==> config.mk <==
export PLATFORM = sky130hd
export DESIGN_NAME = rotation_mode_cordic_pipeline
export DESIGN_NICKNAME = d
export VERILOG_FILES = /design/src/rtl/rotation_mode_cordic_pipeline.sv
export SDC_FILE = /design/constraint.sdc
export NUM_CORES = 1
export LEC_CHECK = 0
export ABC_AREA = 0
export ABC_CLOCK_PERIOD_IN_PS = 3500
export BUFFER_PORTS_ARGS = -buffer_cell sky130_fd_sc_hd__buf_2
export CAP_MARGIN = 20
export CELL_PAD_IN_SITES_DETAIL_PLACEMENT = 0
export CELL_PAD_IN_SITES_GLOBAL_PLACEMENT = 1
export CORE_UTILIZATION = 35
export CTS_BUF_LIST = sky130_fd_sc_hd__clkbuf_16
export DETAILED_ROUTE_END_ITERATION = 10
export PLACE_DENSITY_LB_ADDON = 0.1
export SYNTH_ARGS = -nofsm -noshare
export SYNTH_HDL_FRONTEND = slang
export SYNTH_SLANG_ARGS = --single-unit
==> constraint.sdc <==
create_clock -name clk -period 3.5 [get_ports clk]
set_clock_uncertainty 0.05 [all_clocks]
set_input_delay 0.525 -clock clk [delete_from_list [all_inputs] [get_ports clk]]
set_output_delay 0.525 -clock clk [all_outputs]
set_load 0.1 [all_outputs]
==> src/rtl/rotation_mode_cordic_pipeline.sv <==
// Rotation-mode CORDIC pipeline: applies stored micro-rotation directions to (x,y), one vector per cycle.
// Define SCALE_COMP_EN to add a gain-compensation stage (x0.6073) before the output register.
module rotation_mode_cordic_pipeline #(
  parameter int WIDTH = 12,
  parameter int ITER  = 8,
  parameter int GUARD = 2
) (
  input  logic                    clk,
  input  logic                    rstn,
  input  logic                    in_valid,
  output logic                    in_ready,
  input  logic signed [WIDTH-1:0] x_in,
  input  logic signed [WIDTH-1:0] y_in,
  input  logic        [ITER-1:0]  dir_in,
  input  logic                    neg_in,
  output logic                    out_valid,
  input  logic                    out_ready,
  output logic signed [WIDTH-1:0] x_out,
  output logic signed [WIDTH-1:0] y_out
);
  localparam int IW = WIDTH + GUARD;
  localparam logic signed [IW-1:0] SAT_MAX = IW'((1 << (WIDTH - 1)) - 1);
  localparam logic signed [IW-1:0] SAT_MIN = ~SAT_MAX;

  function automatic logic signed [WIDTH-1:0] sat(input logic signed [IW-1:0] v);
    logic signed [IW-1:0] c;
    if (v > SAT_MAX)      c = SAT_MAX;
    else if (v < SAT_MIN) c = SAT_MIN;
    else                  c = v;
    return c[WIDTH-1:0];
  endfunction

  logic adv;
  logic signed [IW-1:0] x_ext, y_ext;

  logic                 st_valid_q [ITER];
  logic                 st_valid_d [ITER];
  logic signed [IW-1:0] st_x_q     [ITER];
  logic signed [IW-1:0] st_x_d     [ITER];
  logic signed [IW-1:0] st_y_q     [ITER];
  logic signed [IW-1:0] st_y_d     [ITER];
  logic [ITER-1:0]      st_dir_q   [ITER-1];
  logic [ITER-1:0]      st_dir_d   [ITER-1];

  logic                 in_v   [ITER];
  logic signed [IW-1:0] in_x   [ITER];
  logic signed [IW-1:0] in_y   [ITER];
  logic [ITER-1:0]      in_dir [ITER];

  logic                 fin_valid;
  logic signed [IW-1:0] fin_x, fin_y;
  logic                 out_valid_q, out_valid_d;
  logic signed [WIDTH-1:0] x_out_q, x_out_d, y_out_q, y_out_d;

  // A single advance signal moves the whole pipe, so a stall freezes every stage at once.
  assign adv      = !out_valid_q || out_ready;
  assign in_ready = adv;
  assign x_ext    = {{GUARD{x_in[WIDTH-1]}}, x_in};
  assign y_ext    = {{GUARD{y_in[WIDTH-1]}}, y_in};

  // Negation happens at internal width so that the most negative input maps exactly.
  always_comb begin
    logic signed [IW-1:0] sx, sy;
    sx = '0;
    sy = '0;
    in_v[0]   = in_valid;
    in_x[0]   = neg_in ? -x_ext : x_ext;
    in_y[0]   = neg_in ? -y_ext : y_ext;
    in_dir[0] = dir_in;
    for (int i = 1; i < ITER; i++) begin
      in_v[i]   = st_valid_q[i-1];
      in_x[i]   = st_x_q[i-1];
      in_y[i]   = st_y_q[i-1];
      in_dir[i] = st_dir_q[i-1];
    end
    for (int i = 0; i < ITER; i++) begin
      sx            = in_x[i] >>> i;
      sy            = in_y[i] >>> i;
      st_valid_d[i] = in_v[i];
      if (in_dir[i][i]) begin
        st_x_d[i] = in_x[i] + sy;
        st_y_d[i] = in_y[i] - sx;
      end else begin
        st_x_d[i] = in_x[i] - sy;
        st_y_d[i] = in_y[i] + sx;
      end
    end
    for (int i = 0; i < ITER - 1; i++) st_dir_d[i] = in_dir[i];
  end

  always_ff @(posedge clk or negedge rstn) begin
    if (!rstn) begin
      for (int i = 0; i < ITER; i++) begin
        st_valid_q[i] <= 1'b0;
        st_x_q[i]     <= '0;
        st_y_q[i]     <= '0;
      end
      for (int i = 0; i < ITER - 1; i++) st_dir_q[i] <= '0;
    end else if (adv) begin
      st_valid_q <= st_valid_d;
      st_x_q     <= st_x_d;
      st_y_q     <= st_y_d;
      st_dir_q   <= st_dir_d;
    end
  end

`ifdef SCALE_COMP_EN
  localparam int PW = IW + 10;
  localparam logic signed [PW-1:0] K_GAIN = PW'(622);

  logic                 sc_valid_q, sc_valid_d;
  logic signed [IW-1:0] sc_x_q, sc_x_d, sc_y_q, sc_y_d;

  // Q10 multiply by 0.6073; the product fits PW bits and the result fits back into IW bits.
  always_comb begin
    logic signed [PW-1:0] ext_x, ext_y, prod_x, prod_y, shf_x, shf_y;
    ext_x      = {{(PW-IW){st_x_q[ITER-1][IW-1]}}, st_x_q[ITER-1]};
    ext_y      = {{(PW-IW){st_y_q[ITER-1][IW-1]}}, st_y_q[ITER-1]};
    prod_x     = ext_x * K_GAIN;
    prod_y     = ext_y * K_GAIN;
    shf_x      = prod_x >>> 10;
    shf_y      = prod_y >>> 10;
    sc_valid_d = st_valid_q[ITER-1];
    sc_x_d     = shf_x[IW-1:0];
    sc_y_d     = shf_y[IW-1:0];
  end

  always_ff @(posedge clk or negedge rstn) begin
    if (!rstn) begin
      sc_valid_q <= 1'b0;
      sc_x_q     <= '0;
      sc_y_q     <= '0;
    end else if (adv) begin
      sc_valid_q <= sc_valid_d;
      sc_x_q     <= sc_x_d;
      sc_y_q     <= sc_y_d;
    end
  end

  assign fin_valid = sc_valid_q;
  assign fin_x     = sc_x_q;
  assign fin_y     = sc_y_q;
`else
  assign fin_valid = st_valid_q[ITER-1];
  assign fin_x     = st_x_q[ITER-1];
  assign fin_y     = st_y_q[ITER-1];
`endif

  // Output data only changes when a valid vector lands, keeping it quiet across bubbles.
  always_comb begin
    out_valid_d = fin_valid;
    x_out_d     = x_out_q;
    y_out_d     = y_out_q;
    if (fin_valid) begin
      x_out_d = sat(fin_x);
      y_out_d = sat(fin_y);
    end
  end

  always_ff @(posedge clk or negedge rstn) begin
    if (!rstn) begin
      out_valid_q <= 1'b0;
      x_out_q     <= '0;
      y_out_q     <= '0;
    end else if (adv) begin
      out_valid_q <= out_valid_d;
      x_out_q     <= x_out_d;
      y_out_q     <= y_out_d;
    end
  end

  assign out_valid = out_valid_q;
  assign x_out     = x_out_q;
  assign y_out     = y_out_q;
endmodule

==> flow_summary.toml <==
[die]
design.die.area_sq_um = 70900
floorplan.initialDensity = 0.355
floorplan.rows = 96
fp.coreArea_sq_um = 68800
ioPinCount = 63
die_height_microns = 266
horizontal_die_dimension_microns = 266

[synth]
synth-edff-count = 0
synth.lib_cells_used.distinct = 83
synthesis.nets = 3345
syn_area_per_cell_sq_um = 8.01
sequential_fraction_of_the_synthesis_area = 0.291
postSynthRegisterBits = 284
post_synth_main_area_contributors = "sky130_fd_sc_hd__dfrtp_1, sky130_fd_sc_hd__ha_1, sky130_fd_sc_hd__nand2_1"
synth_largest_type_area_fraction = 0.291
post_synth_most_frequent_cells = "sky130_fd_sc_hd__nand2_1, sky130_fd_sc_hd__nor2_1, sky130_fd_sc_hd__dfrtp_1, sky130_fd_sc_hd__a21oi_1, sky130_fd_sc_hd__ha_1"
post-synth-top-area-cell = "sky130_fd_sc_hd__dfrtp_1"
syn_inst = 3053
yosysWarnings = 0
synth_ff_type = "sky130_fd_sc_hd__dfrtp_1"
async_set_or_reset_register_ratio_after_synthesis = 1.00
synth.most_common_cell = "sky130_fd_sc_hd__nand2_1"
syn-cell-area_sq_um = 24500

[detailed_routing]
drt-initial-drc-count = 1226
drtPass1Iterations = 5
wirelength_mm = 71.4
via_count = 21736
antenna_violating_nets_post_route = 0
wl_cell_microns = 17.2
drt-vias-per-instance = 5.23
remaining_drc_errors = 0

[clock_tree]
cts_sinks = 284
cts-root-buf = "sky130_fd_sc_hd__clkbuf_16"
clkTransAtPathRegs_ns = 0.06
cts_buffers = 39
clk_path_buf_depth = 3
cts_tree = "done"
clk-insertion-delay-late_ns = 0.56
htree_num_levels = 2
post_cts_buffers = 0

[critical_path]
cp_cell_sequence = "nor4_1 > and2_1 > nor2_1 > xnor2_1 > ha_1 > o21a_1 > nor2_1 > a31oi_1 > a211oi_1 > buf_4 > o211ai_1 > nor4b_1 > a211oi_1"
worstReg2RegEnd = "in_y[83]"
rr_startpoint = "in_x[90]"
critical_path_buf_inv_count = 1
critical_path_arrival_ns = 3.67
worstPathRequired_ns = 3.91
cpPeakStageDelay_ns = 0.45
worstSetupStartpoint = "in_x[90]"
ff2ff_setup_slack_ns = 0.24
cp-end-kind = "flop"
number_of_cells_traversed_by_the_worst_register_to_register_path = 13
timing.critical_path.from_type = "flop"
timing.critical_path.slowest_stage_cell = "sky130_fd_sc_hd__dfrtp_1"
cpLargestDelayFamily = "compound AO/OA/AOI/OAI gates"
crit_path_max_fanout = 4
worst-setup-path-type = "flop to flop"

[place]
detailed_place_hpwl_mm = 54.7
port_buffers = 62
gp_routability_congestion = 0.845

[global_routing]
vias_in_the_first_global_route = 21550
grt_remaining_overflow = 0
gr-usage-all-layers = 0.204
antenna_violations_before_repair = 0
first_pass_grt_wire_length_mm = 116
pin_count_of_the_biggest_net_entering_global_routing = 175

[finish]
fill_cells = 7137
area_growth_syn_to_layout_pct = 15.3
antenna-diode-count = 0
multiInputGateArea_sq_um = 16400
area.sequential_sq_um = 7110
fin_nets = 3489
post_route_cells_drive_above_1_share = 0.107

[sta]
drv_slew = 0
setup_viol = 0
slew_headroom = 0.468
fmaxAchievable_mhz = 307
final-hold-violation-count = 0
tightest_slew_ns = 0.791
min_period_ns = 3.26
rsz0062_at_grt = "no"
worst_hold_slack_ns = 0.104
fin_crit_sh = 0.932

[flow_run]
cap_viol_max_count = 0

[outcome]
status = "finished clean"

[hold_path]
timing.hold.worst_endpoint = "in_dir[53]"
hp-class = "input pin to flop"
timing.hold.worst_path_depth = 3
min-delay-start = "dir_in[5]"
==> registers in the layout, summed over array words and instances (netlist names) <==
register and flops:
in_y 97, fin_valid 1, in_dir 28, x_out 12, in_v 7, y_out 12, out_valid 1, fin_y 14
fin_x 14, in_x 98
==> cell usage in the layout (no fill, tap or decap), types with 7 or more instances in the layout <==
cell and n:
sky130_fd_sc_hd__o31ai_1 28, sky130_fd_sc_hd__nand3b_1 7, sky130_fd_sc_hd__buf_4 164, sky130_fd_sc_hd__nand3_1 44, sky130_fd_sc_hd__nand4b_1 7, sky130_fd_sc_hd__dfrtp_1 283
sky130_fd_sc_hd__and2_1 16, sky130_fd_sc_hd__buf_12 7, sky130_fd_sc_hd__clkinvlp_4 7, sky130_fd_sc_hd__nor2_1 305, sky130_fd_sc_hd__o211ai_1 11, sky130_fd_sc_hd__inv_1 145
sky130_fd_sc_hd__o21ai_0 174, sky130_fd_sc_hd__xnor2_1 160, sky130_fd_sc_hd__nor2b_1 25, sky130_fd_sc_hd__buf_2 61, sky130_fd_sc_hd__o21a_1 46, sky130_fd_sc_hd__or3_1 17
sky130_fd_sc_hd__mux2i_1 28, sky130_fd_sc_hd__o22ai_1 9, sky130_fd_sc_hd__ha_1 237, sky130_fd_sc_hd__a21oi_1 270, sky130_fd_sc_hd__and3_1 15, sky130_fd_sc_hd__a211o_1 10
sky130_fd_sc_hd__a31oi_1 54, sky130_fd_sc_hd__nand2_1 419, sky130_fd_sc_hd__a21o_1 49, sky130_fd_sc_hd__nand2b_1 30, sky130_fd_sc_hd__a211oi_1 40, sky130_fd_sc_hd__o21bai_1 23
sky130_fd_sc_hd__nor3_1 95, sky130_fd_sc_hd__mux2_2 19, sky130_fd_sc_hd__nor4_1 10, sky130_fd_sc_hd__nor3b_1 22, sky130_fd_sc_hd__xor2_1 131, sky130_fd_sc_hd__nand4_1 12
sky130_fd_sc_hd__clkbuf_16 40, sky130_fd_sc_hd__fa_1 17, sky130_fd_sc_hd__o21ai_1 53
==> stage by stage <==
step | instances | setup TNS [ns] | instance area, sq um | util | setup slack [ns]
after detailed placement | 4086 | -1.26 | 26800 | 0.390 | -0.289
final | 4156 | 0 | 28200 | 0.410 | 0.239
after global placement | 4086 | -1.11 | 26800 | 0.390 | -0.254
after floorplan | 3053 | 0 | 24500 | - | 0.173
after CTS | 4156 | 0 | 28200 | 0.409 | 0.169
after global routing | 4156 | 0 | 28200 | 0.410 | 0.00986
==> worst min-delay path, cell delays in order <==
cell,delay (ns)
sky130_fd_sc_hd__buf_2,0.07
sky130_fd_sc_hd__nand2_1,0.04
sky130_fd_sc_hd__nand2_1,0.05
==> area by class of cell <==
class                      instances  area share
multi-input combinational       2494       0.580
sequential                       284       0.252
timing repair buffer             234      0.0604
tap                              931      0.0413
clock buffer                      40      0.0355
inverter                         144      0.0194
clock inverter                    29      0.0113
==> worst max-delay path by stage <==
stage,end,slack (ns),depth (start not counted)
after floorplan,in_x[91],0.17,13
after global placement,in_y[97],-0.25,15
after detailed placement,in_y[97],-0.29,15
after CTS,in_x[12],0.17,11
after global routing,in_x[82],0.01,12
final,in_y[83],0.24,13
==> cells by family after synthesis <==
kind of cell / share of synthesized area
buffers and inverters: 0.0428
and+or+nand+nor: 0.196
DFF: 0.291
adders and majority gates: 0.136
AOI/OAI and AO/OA: 0.210
muxes: 0.0202
xor gates and xnor gates: 0.105
==> per-layer routing <==
layer,vias to the layer above,wire (microns),GRT usage
li1,10998,-,-
met4,0,1880,0.0624
met5,-,0,0
met2,309,33600,0.344
met3,87,1880,0.0197
met1,10342,34100,0.274
==> what timing repair did <==
action,CTS,global route
endpoints found under the hold margin,43,0
endpoints found under the setup margin,0,8
hold buffers,1,0
resized for setup,0,9
Power is not shown: default switching activity piles up to over one toggle a cycle in this logic, so the estimate is an artifact.
